[config.mk]
export PLATFORM = sky130hd
export DESIGN_NAME = decode_stage_fwd
export DESIGN_NICKNAME = d
export VERILOG_FILES = /design/src/rtl/decode_pkg.sv /design/src/rtl/decode_stage_fwd_imm_gen.sv /design/src/rtl/decode_stage_fwd.sv
export SDC_FILE = /design/constraint.sdc
export NUM_CORES = 1
export LEC_CHECK = 0
export CAP_MARGIN = 15
export CELL_PAD_IN_SITES_DETAIL_PLACEMENT = 0
export CELL_PAD_IN_SITES_GLOBAL_PLACEMENT = 2
export CORE_AREA = 2 2 345 347
export DETAILED_ROUTE_END_ITERATION = 10
export DIE_AREA = 0 0 347 349
export PLACE_DENSITY_LB_ADDON = 0.1
export SYNTH_ARGS = -nofsm -noshare
export SYNTH_HDL_FRONTEND = slang
export SYNTH_SLANG_ARGS = --single-unit
[constraint.sdc]
create_clock -name CLK -period 2.86 [get_ports CLK]
set_input_delay 0.429 -clock CLK [delete_from_list [all_inputs] [get_ports CLK]]
set_output_delay 0.429 -clock CLK [all_outputs]
set_load 0.01 [all_outputs]
[src/rtl/decode_pkg.sv]
// decode_pkg: shared definitions for the decode stage.
//   - RV base opcode encodings used by the decoder
//   - ECALL instruction encoding
//   - immediate-format enum produced by imm_gen
//   - helper telling whether an OP-IMM funct3 selects a shift
package decode_pkg;

    localparam logic [6:0] OP        = 7'b0110011;
    localparam logic [6:0] OP_IMM    = 7'b0010011;
    localparam logic [6:0] OP_32     = 7'b0111011;
    localparam logic [6:0] OP_IMM_32 = 7'b0011011;
    localparam logic [6:0] LOAD      = 7'b0000011;
    localparam logic [6:0] STORE     = 7'b0100011;
    localparam logic [6:0] BRANCH    = 7'b1100011;
    localparam logic [6:0] JAL       = 7'b1101111;
    localparam logic [6:0] JALR      = 7'b1100111;
    localparam logic [6:0] LUI       = 7'b0110111;
    localparam logic [6:0] AUIPC     = 7'b0010111;
    localparam logic [6:0] SYSTEM    = 7'b1110011;

    localparam logic [31:0] ECALL_ENC = 32'h00000073;

    typedef enum logic [2:0] {
        IMM_I  = 3'd0,
        IMM_S  = 3'd1,
        IMM_B  = 3'd2,
        IMM_U  = 3'd3,
        IMM_J  = 3'd4,
        IMM_SH = 3'd5
    } imm_fmt_e;

    // SLLI/SRLI/SRAI (and their -W forms) use funct3 001 and 101
    function automatic logic is_shift_f3(input logic [2:0] f3);
        return (f3 == 3'b001) || (f3 == 3'b101);
    endfunction

endpackage

[src/rtl/decode_stage_fwd_imm_gen.sv]
// imm_gen: combinational immediate generator.
//   ir_i  [31:0]     instruction word
//   imm_o [XLEN-1:0] immediate; I/S/B/U/J sign-extended, shift amounts zero-extended
//   fmt_o            immediate format selected for this opcode
// Shift amount is 6 bits for OP-IMM at XLEN=64, otherwise 5 bits (OP-IMM-32, XLEN=32).
module imm_gen
    import decode_pkg::*;
#(
    parameter int XLEN = 64
) (
    input  logic [31:0]     ir_i,
    output logic [XLEN-1:0] imm_o,
    output imm_fmt_e        fmt_o
);

    logic [6:0]  opc_s;
    logic [31:0] raw32_s;
    logic [5:0]  shamt_s;

    assign opc_s = ir_i[6:0];

    // format selection from the opcode
    always_comb begin
        fmt_o = IMM_I;
        case (opc_s)
            STORE:           fmt_o = IMM_S;
            BRANCH:          fmt_o = IMM_B;
            LUI, AUIPC:      fmt_o = IMM_U;
            JAL:             fmt_o = IMM_J;
            OP_IMM, OP_IMM_32: begin
                if (is_shift_f3(ir_i[14:12])) begin
                    fmt_o = IMM_SH;
                end else begin
                    fmt_o = IMM_I;
                end
            end
            default:         fmt_o = IMM_I;
        endcase
    end

    // assemble the 32-bit immediate and the shift amount, then extend to XLEN
    always_comb begin
        raw32_s = {{20{ir_i[31]}}, ir_i[31:20]};
        case (fmt_o)
            IMM_I:   raw32_s = {{20{ir_i[31]}}, ir_i[31:20]};
            IMM_S:   raw32_s = {{20{ir_i[31]}}, ir_i[31:25], ir_i[11:7]};
            IMM_B:   raw32_s = {{19{ir_i[31]}}, ir_i[31], ir_i[7], ir_i[30:25], ir_i[11:8], 1'b0};
            IMM_U:   raw32_s = {ir_i[31:12], 12'h000};
            IMM_J:   raw32_s = {{11{ir_i[31]}}, ir_i[31], ir_i[19:12], ir_i[20], ir_i[30:21], 1'b0};
            default: raw32_s = {{20{ir_i[31]}}, ir_i[31:20]};
        endcase

        // only RV64 OP-IMM owns the sixth shamt bit; elsewhere bit 25 is funct7
        if ((XLEN == 64) && (opc_s == OP_IMM)) begin
            shamt_s = ir_i[25:20];
        end else begin
            shamt_s = {1'b0, ir_i[24:20]};
        end

        if (fmt_o == IMM_SH) begin
            imm_o = XLEN'(shamt_s);
        end else begin
            imm_o = XLEN'($signed(raw32_s));
        end
    end

endmodule

[src/rtl/decode_stage_fwd.sv]
// decode_stage_fwd: decode stage between the DE and EXE latches.
//   Inputs : CLK, reset (sync, active-low), DE latch (DE_V/DE_NPC/DE_IR),
//            register-file read data (RF_RS1/RF_RS2), EXE/MEM/WB forwarding
//            info, MEM_STALL (hold EXE latch) and FLUSH (kill DE instruction).
//   Outputs: SR1_ID/SR2_ID read indices, DE_STALL load-use interlock,
//            v_de_br_stall control-flow indicator, the registered EXE latch
//            (EXE_*), and STALL_CNT.
// Optional feature: define DE_STALL_CNT_EN to build a saturating counter of
// interlock bubbles on STALL_CNT; otherwise STALL_CNT is constant 0.
module decode_stage_fwd
    import decode_pkg::*;
#(
    parameter int XLEN  = 64,
    parameter int CNT_W = 16
) (
    input  logic             CLK,
    input  logic             reset,
    input  logic             DE_V,
    input  logic [XLEN-1:0]  DE_NPC,
    input  logic [31:0]      DE_IR,
    output logic [4:0]       SR1_ID,
    output logic [4:0]       SR2_ID,
    input  logic [XLEN-1:0]  RF_RS1,
    input  logic [XLEN-1:0]  RF_RS2,
    input  logic             EXE_FWD_V,
    input  logic             EXE_FWD_LD_REG,
    input  logic             EXE_FWD_IS_LOAD,
    input  logic [4:0]       EXE_FWD_DRID,
    input  logic [XLEN-1:0]  EXE_FWD_DATA,
    input  logic             MEM_FWD_V,
    input  logic             MEM_FWD_LD_REG,
    input  logic             MEM_FWD_IS_LOAD,
    input  logic [4:0]       MEM_FWD_DRID,
    input  logic [XLEN-1:0]  MEM_ALU_RESULT,
    input  logic [XLEN-1:0]  MEM_MEM_RESULT,
    input  logic             WB_FWD_V,
    input  logic             WB_FWD_LD_REG,
    input  logic [4:0]       WB_FWD_DRID,
    input  logic [XLEN-1:0]  WB_FWD_DATA,
    input  logic             MEM_STALL,
    input  logic             FLUSH,
    output logic             DE_STALL,
    output logic             v_de_br_stall,
    output logic             EXE_V,
    output logic             EXE_ECALL,
    output logic             EXE_ILLEGAL,
    output logic [XLEN-1:0]  EXE_NPC,
    output logic [XLEN-1:0]  EXE_ALU_ONE,
    output logic [XLEN-1:0]  EXE_ALU_TWO,
    output logic [XLEN-1:0]  EXE_STORE_DATA,
    output logic [XLEN-1:0]  EXE_IMM,
    output logic [31:0]      EXE_IR,
    output logic [4:0]       EXE_DRID,
    output logic [CNT_W-1:0] STALL_CNT
);

    logic [6:0]      opc_s;
    logic [4:0]      rs1_s, rs2_s, rd_s;
    logic [XLEN-1:0] imm_s;
    imm_fmt_e        imm_fmt_s;
    logic            rs1_used_s, rs2_used_s, known_s;
    logic [XLEN-1:0] rs1_val_s, rs2_val_s;
    logic [XLEN-1:0] alu_one_s, alu_two_s;
    logic [4:0]      drid_s;
    logic            illegal_s, ld_hit_s;

    logic            exe_v_q, exe_v_d;
    logic            exe_ecall_q, exe_ecall_d;
    logic            exe_ill_q, exe_ill_d;
    logic [XLEN-1:0] exe_npc_q, exe_npc_d;
    logic [XLEN-1:0] exe_a1_q, exe_a1_d;
    logic [XLEN-1:0] exe_a2_q, exe_a2_d;
    logic [XLEN-1:0] exe_st_q, exe_st_d;
    logic [XLEN-1:0] exe_imm_q, exe_imm_d;
    logic [31:0]     exe_ir_q, exe_ir_d;
    logic [4:0]      exe_drid_q, exe_drid_d;

    assign opc_s  = DE_IR[6:0];
    assign rd_s   = DE_IR[11:7];
    assign rs1_s  = DE_IR[19:15];
    assign rs2_s  = DE_IR[24:20];
    assign SR1_ID = rs1_s;
    assign SR2_ID = rs2_s;

    imm_gen #(.XLEN(XLEN)) u_imm_gen (
        .ir_i  (DE_IR),
        .imm_o (imm_s),
        .fmt_o (imm_fmt_s)
    );

    // Forwarded source value: x0 is hard zero; a load in EXE has no data yet,
    // so it is skipped here and covered by the interlock instead.
    function automatic logic [XLEN-1:0] fwd_f(input logic [4:0] src, input logic [XLEN-1:0] rf);
        if (src == 5'd0) begin
            fwd_f = {XLEN{1'b0}};
        end else if (EXE_FWD_V && EXE_FWD_LD_REG && !EXE_FWD_IS_LOAD && (EXE_FWD_DRID == src)) begin
            fwd_f = EXE_FWD_DATA;
        end else if (MEM_FWD_V && MEM_FWD_LD_REG && (MEM_FWD_DRID == src)) begin
            fwd_f = MEM_FWD_IS_LOAD ? MEM_MEM_RESULT : MEM_ALU_RESULT;
        end else if (WB_FWD_V && WB_FWD_LD_REG && (WB_FWD_DRID == src)) begin
            fwd_f = WB_FWD_DATA;
        end else begin
            fwd_f = rf;
        end
    endfunction

    assign rs1_val_s = fwd_f(rs1_s, RF_RS1);
    assign rs2_val_s = fwd_f(rs2_s, RF_RS2);

    // opcode classification: which sources are read and whether the opcode exists
    always_comb begin
        rs1_used_s = 1'b0;
        rs2_used_s = 1'b0;
        known_s    = 1'b1;
        case (opc_s)
            OP, OP_32, STORE, BRANCH: begin
                rs1_used_s = 1'b1;
                rs2_used_s = 1'b1;
            end
            OP_IMM, OP_IMM_32, LOAD, JALR: begin
                rs1_used_s = 1'b1;
            end
            JAL, LUI, AUIPC, SYSTEM: begin
                rs1_used_s = 1'b0;
            end
            default: begin
                known_s = 1'b0;
            end
        endcase
    end

    assign ld_hit_s = EXE_FWD_V && EXE_FWD_IS_LOAD && (EXE_FWD_DRID != 5'd0) &&
                      ((rs1_used_s && (EXE_FWD_DRID == rs1_s)) ||
                       (rs2_used_s && (EXE_FWD_DRID == rs2_s)));

    // a flushed instruction is dead, so it never requests an interlock
    assign DE_STALL      = DE_V && !FLUSH && ld_hit_s;
    assign v_de_br_stall = DE_V && ((opc_s == BRANCH) || (opc_s == JAL) || (opc_s == JALR));

    // ALU operand selection, destination and illegal-instruction decode
    always_comb begin
        alu_one_s = rs1_val_s;
        case (opc_s)
            AUIPC, JAL: alu_one_s = DE_NPC - XLEN'(3'd4);
            LUI:        alu_one_s = {XLEN{1'b0}};
            default:    alu_one_s = rs1_val_s;
        endcase

        alu_two_s = imm_s;
        case (opc_s)
            OP, OP_32, BRANCH: alu_two_s = rs2_val_s;
            default:           alu_two_s = imm_s;
        endcase

        drid_s = rd_s;
        case (opc_s)
            STORE, BRANCH: drid_s = 5'd0;
            default:       drid_s = rd_s;
        endcase

        // on RV32 the W-forms do not exist and shamt[5] must be zero
        illegal_s = !known_s ||
                    ((XLEN == 32) && ((opc_s == OP_32) || (opc_s == OP_IMM_32))) ||
                    ((XLEN == 32) && (opc_s == OP_IMM) && (imm_fmt_s == IMM_SH) && DE_IR[25]);
    end

    // EXE latch next state: MEM_STALL freezes everything, FLUSH/interlock insert a bubble
    always_comb begin
        exe_v_d     = exe_v_q;
        exe_ecall_d = exe_ecall_q;
        exe_ill_d   = exe_ill_q;
        exe_npc_d   = exe_npc_q;
        exe_a1_d    = exe_a1_q;
        exe_a2_d    = exe_a2_q;
        exe_st_d    = exe_st_q;
        exe_imm_d   = exe_imm_q;
        exe_ir_d    = exe_ir_q;
        exe_drid_d  = exe_drid_q;
        if (MEM_STALL) begin
            exe_v_d = exe_v_q;
        end else begin
            exe_v_d     = DE_V && !FLUSH && !DE_STALL;
            exe_ecall_d = (DE_IR == ECALL_ENC);
            exe_ill_d   = illegal_s;
            exe_npc_d   = DE_NPC;
            exe_a1_d    = alu_one_s;
            exe_a2_d    = alu_two_s;
            exe_st_d    = rs2_val_s;
            exe_imm_d   = imm_s;
            exe_ir_d    = DE_IR;
            exe_drid_d  = drid_s;
        end
    end

    // EXE latch registers with synchronous active-low reset
    always_ff @(posedge CLK) begin
        if (!reset) begin
            exe_v_q     <= 1'b0;
            exe_ecall_q <= 1'b0;
            exe_ill_q   <= 1'b0;
            exe_npc_q   <= {XLEN{1'b0}};
            exe_a1_q    <= {XLEN{1'b0}};
            exe_a2_q    <= {XLEN{1'b0}};
            exe_st_q    <= {XLEN{1'b0}};
            exe_imm_q   <= {XLEN{1'b0}};
            exe_ir_q    <= 32'h0000_0000;
            exe_drid_q  <= 5'd0;
        end else begin
            exe_v_q     <= exe_v_d;
            exe_ecall_q <= exe_ecall_d;
            exe_ill_q   <= exe_ill_d;
            exe_npc_q   <= exe_npc_d;
            exe_a1_q    <= exe_a1_d;
            exe_a2_q    <= exe_a2_d;
            exe_st_q    <= exe_st_d;
            exe_imm_q   <= exe_imm_d;
            exe_ir_q    <= exe_ir_d;
            exe_drid_q  <= exe_drid_d;
        end
    end

    assign EXE_V          = exe_v_q;
    assign EXE_ECALL      = exe_ecall_q;
    assign EXE_ILLEGAL    = exe_ill_q;
    assign EXE_NPC        = exe_npc_q;
    assign EXE_ALU_ONE    = exe_a1_q;
    assign EXE_ALU_TWO    = exe_a2_q;
    assign EXE_STORE_DATA = exe_st_q;
    assign EXE_IMM        = exe_imm_q;
    assign EXE_IR         = exe_ir_q;
    assign EXE_DRID       = exe_drid_q;

`ifdef DE_STALL_CNT_EN
    logic [CNT_W-1:0] stall_cnt_q, stall_cnt_d;

    // saturating count of bubbles actually inserted by the interlock
    always_comb begin
        stall_cnt_d = stall_cnt_q;
        if (DE_STALL && !MEM_STALL && (stall_cnt_q != {CNT_W{1'b1}})) begin
            stall_cnt_d = stall_cnt_q + CNT_W'(1'b1);
        end else begin
            stall_cnt_d = stall_cnt_q;
        end
    end

    // stall counter register
    always_ff @(posedge CLK) begin
        if (!reset) begin
            stall_cnt_q <= {CNT_W{1'b0}};
        end else begin
            stall_cnt_q <= stall_cnt_d;
        end
    end

    assign STALL_CNT = stall_cnt_q;
`else
    assign STALL_CNT = {CNT_W{1'b0}};
`endif

endmodule

==> run_results.csv <==
group,metric,value,unit
global_routing,gr-total-overflow,0,
yosys,synth-xor-area-share,3.21,%
outcome,status,"completed",
timing,finalHoldViolCount,0,
run,timing.max_cap.violations,0,
yosys,synth_area,19400,um^2
clock_network,numCtsBuffers,47,
clock_network,root_buffer,"clkbuf_16",
route,ant_nets,0,
yosys,synth_fa_ha_area_share,0.0646,%
placed_design,dp_cells,4782,
route,wirelength,147000,um
placed_design,dpl_worst_slack,-0.809,ns
clock_network,cts_htree_levels,2,
yosys,synthMuxAreaShare,13.8,%
finish,drive_above_1_share,15.3,%
setup_path,cp.required,2.43,ns
timing,finalCritPeriodShare,98.6,%
power_and_ir_drop,power_density,451,nW/um^2
yosys,synth_compound_area_share,28.6,%
setup_path,r2r_setup_slack,1.41,ns
global_routing,antenna_found_initial,36,
timing,fmax,0.354,GHz
yosys,synth_top_family_by_area,"compound AO/OA/AOI/OAI gates",
power_and_ir_drop,pwr-share-seq,33.5,%
power_and_ir_drop,power.switching,4550,uW
route,routedWlPerCell,30.0,um
finish,nets,3810,
global_routing,grt_pass1_wl,197000,um
route,drt-pass1-iter-count,5,
yosys,synth_cells,2341,
die,start_util,16.5,%
timing,tightest_slew,1.20,ns
power_and_ir_drop,peakVddDrop,426,uV
power_and_ir_drop,clkPwrFrac,41.7,%
global_routing,grt_usage,23.2,%
placed_design,port-buffer-count,879,
timing,rsz0062_at_grt,"no",
placed_design,place_congestion,0.918,
yosys,synth-simple-area-share,13.4,%
power_and_ir_drop,p_int,10600,uW
power_and_ir_drop,power.leakage,0.0134,uW
setup_path,critPathKind,"in -> out",
route,via_count,23000,
setup_path,crit_path_end_kind,"primary output",
placed_design,dpl.hpwl,118000,um
power_and_ir_drop,p_sw_share,30.1,%
clock_network,cts.sink_count,328,
clock_network,holdBufCountCts,0,
die,row_count,126,
die,die_h,349,um
timing,finClkSkew,0,ns
finish,syn_to_final_growth,72.8,%
die,die_area,121000,um^2
yosys,ys_ff_latch,328,
clock_network,clk_latency,0.61,ns
timing,final.setup.worst_slack,0.0387,ns
route,drcViolationCount,0,
die,die_w,347,um
die,ios,896,
setup_path,crit_fanout,5,
timing,finalCriticalPeriod,2.82,ns
yosys,async_reset_ff_share,0,%
finish,fillers,12500,
clock_network,path_clk_slew,0.06,ns
yosys,ys_seq_area_share,33.9,%
route,drt_iter0_drc,1465,
hold_path,hp-class,"in -> reg",
yosys,yosysWarningCount,0,
timing,slew_violations,0,
finish,stdcell_count,4889,
yosys,yosysUniqueCellTypes,67,
yosys,synth_flop_cell,"dfxtp_1",
power_and_ir_drop,combPwrFrac,24.8,%
clock_network,cts_tree,"done",
global_routing,grt_pass1_vias,23600,
clock_network,cts.path.max_buffers,3,
global_routing,grt_max_degree,111,
setup_path,start_kind,"input port",
route,viasPerCell,4.71,
yosys,synth-edff-count,0,
timing,relSlewSlack,19.2,%
timing,holdWs,0.227,ns
setup_path,critical_path_arrival,2.39,ns
timing,finalSetupViolations,0,
die,coreArea,117000,um^2
yosys,syn_area_per_cell,8.27,um^2
[cell usage after synthesis (4+ instances only)]
master / number / share of area [%]
dfxtp_1: 328 / 34
nor2_1: 265 / 5.1
a21oi_1: 264 / 6.8
clkbuf_1: 199 / 3.9
mux2i_1: 195 / 10
o21ai_0: 148 / 3.8
a211o_1: 134 / 6.1
nand2_1: 80 / 1.6
a221oi_1: 70 / 3.2
mux2_2: 64 / 3.7
buf_4: 58 / 2.2
a22oi_1: 51 / 2.0
nor3_1: 47 / 1.2
xor2_1: 38 / 1.7
a31oi_1: 36 / 1.2
or3_1: 34 / 1.1
xnor2_1: 33 / 1.5
nand3_1: 31 / 0.80
nor4_1: 29 / 0.94
buf_1: 22 / 0.43
a211oi_1: 19 / 0.74
or4_1: 16 / 0.62
a311oi_1: 15 / 0.68
a311o_1: 14 / 0.72
a21bo_2: 12 / 0.62
a22o_1: 11 / 0.50
o31a_1: 11 / 0.50
inv_1: 10 / 0.19
or2_2: 10 / 0.32
nand4_1: 8 / 0.26
nor2b_1: 8 / 0.26
o21ai_1: 7 / 0.18
a2111oi_0: 6 / 0.27
and3_1: 5 / 0.16
nand2b_1: 5 / 0.16
a21boi_0: 4 / 0.16
a221o_1: 4 / 0.21
[final cells by class]
| cell class | count | area, um^2 | share of cell area [%] |
|---|---|---|---|
| Multi-Input combinational cell | 1734 | 11700 | 35.0 |
| Timing Repair Buffer | 1180 | 11600 | 34.6 |
| Sequential cell | 328 | 6570 | 19.6 |
| Tap cell | 1536 | 1920 | 5.75 |
| Clock buffer | 69 | 1380 | 4.13 |
| Clock inverter | 17 | 228 | 0.681 |
| Inverter | 10 | 50.0 | 0.150 |
| Antenna cell | 15 | 37.5 | 0.112 |
[through the flow]
stage / total power [uW] / instance area (um^2) / setup TNS, ns / utilization (%)
2_1_floorplan: 6400 / 19400 / -0.0490 / -
5_1_grt: 15700 / 33400 / 0 / 28.5
3_5_place_dp: 8930 / 31600 / -56.31 / 26.9
3_3_place_gp: 8920 / 31600 / -54.28 / 26.9
6_report: 15100 / 33500 / 0 / 28.5
4_1_cts: 15400 / 33300 / 0 / 28.4
[sequential cells by signal (all words and copies together) (netlist names)]
name            count
EXE_ALU_ONE        64
EXE_ALU_TWO        64
EXE_NPC            64
EXE_STORE_DATA     64
EXE_IMM            32
EXE_IR             32
EXE_DRID            5
EXE_ECALL           1
EXE_ILLEGAL         1
EXE_V               1
[layout by cell type (no fill, tap or decap), drive strengths merged, types with 5 or more instances in the layout]
cell type / n
a2111oi: 6
mux2: 64
xor2: 38
a211o: 134
a311oi: 15
nand3: 31
dfxtp: 328
clkdlybuf4s50: 864
nor2b: 8
a21oi: 264
dlymetal6s2s: 11
conb: 16
nor4: 30
nand4: 8
mux2i: 195
and3: 5
nor3: 47
o31a: 11
bufinv: 5
o21ai: 155
nor2: 265
a221oi: 70
nand2: 80
diode: 15
xnor2: 33
a311o: 14
nand2b: 5
a22o: 11
clkbuf: 69
a22oi: 51
inv: 11
or2: 10
a21bo: 12
a31oi: 36
or3: 34
a211oi: 19
clkinv: 10
buf: 304
or4: 18
[critical path, stage by stage]
cell and delay, ns:
clkdlybuf4s50_1 0.57, buf_4 0.20, nor2b_1 0.18, and3_2 0.26, o21ai_0 0.14, a211oi_1 0.28
dlygate4sd2_1 0.33
[routing by layer]
metal | routed length, um | part of all wire, % | global-route usage, % | up-vias
met5 | 219 | 0.15 | 0 | -
met4 | 2850 | 1.9 | 5.12 | 34
met3 | 10500 | 7.1 | 6.33 | 165
met2 | 74500 | 51 | 42.1 | 920
met1 | 58600 | 40 | 26.9 | 11300
li1 | - | - | - | 10600
[timing repair]
action	in CTS	in global routing
resized for setup	14	22
cloned	1	0
buffers inserted	3	2
setup endpoints to repair	18	20
endpoints found under the hold margin	0	0
pin swaps	3	9
[kinds of logic (layout without fill, tap and decap cells)]
group	Yosys count	after routing
flops	328	328
compound gates	828	828
fa+ha+maj	1	1
xor+xnor	71	71
simple gates	558	559
mux	259	259
buf+inv	295	1276
other cells	1	31
[path summary, 6_finish.rpt]
| path | start | cells past startpoint | end |
|---|---|---|---|
| worst max register to register | EXE_ALU_ONE[63] | 5 | EXE_ALU_ONE[63] |
| worst max-delay path | DE_IR[5] | 7 | DE_STALL |
| worst min-delay path | MEM_STALL | 3 | EXE_IR[31] |
| worst min register to register | EXE_ALU_TWO[4] | 2 | EXE_ALU_TWO[4] |
[power groups by stage]
stage	Clock, uW	Combinational, uW	Sequential (uW)
after floorplan	0	1150	5250
after global placement	0	3780	5150
after detailed placement	0	3780	5150
after CTS	6500	3800	5060
after global routing	6660	3960	5090
final	6300	3740	5060
Power figures use the tool's default switching activity.
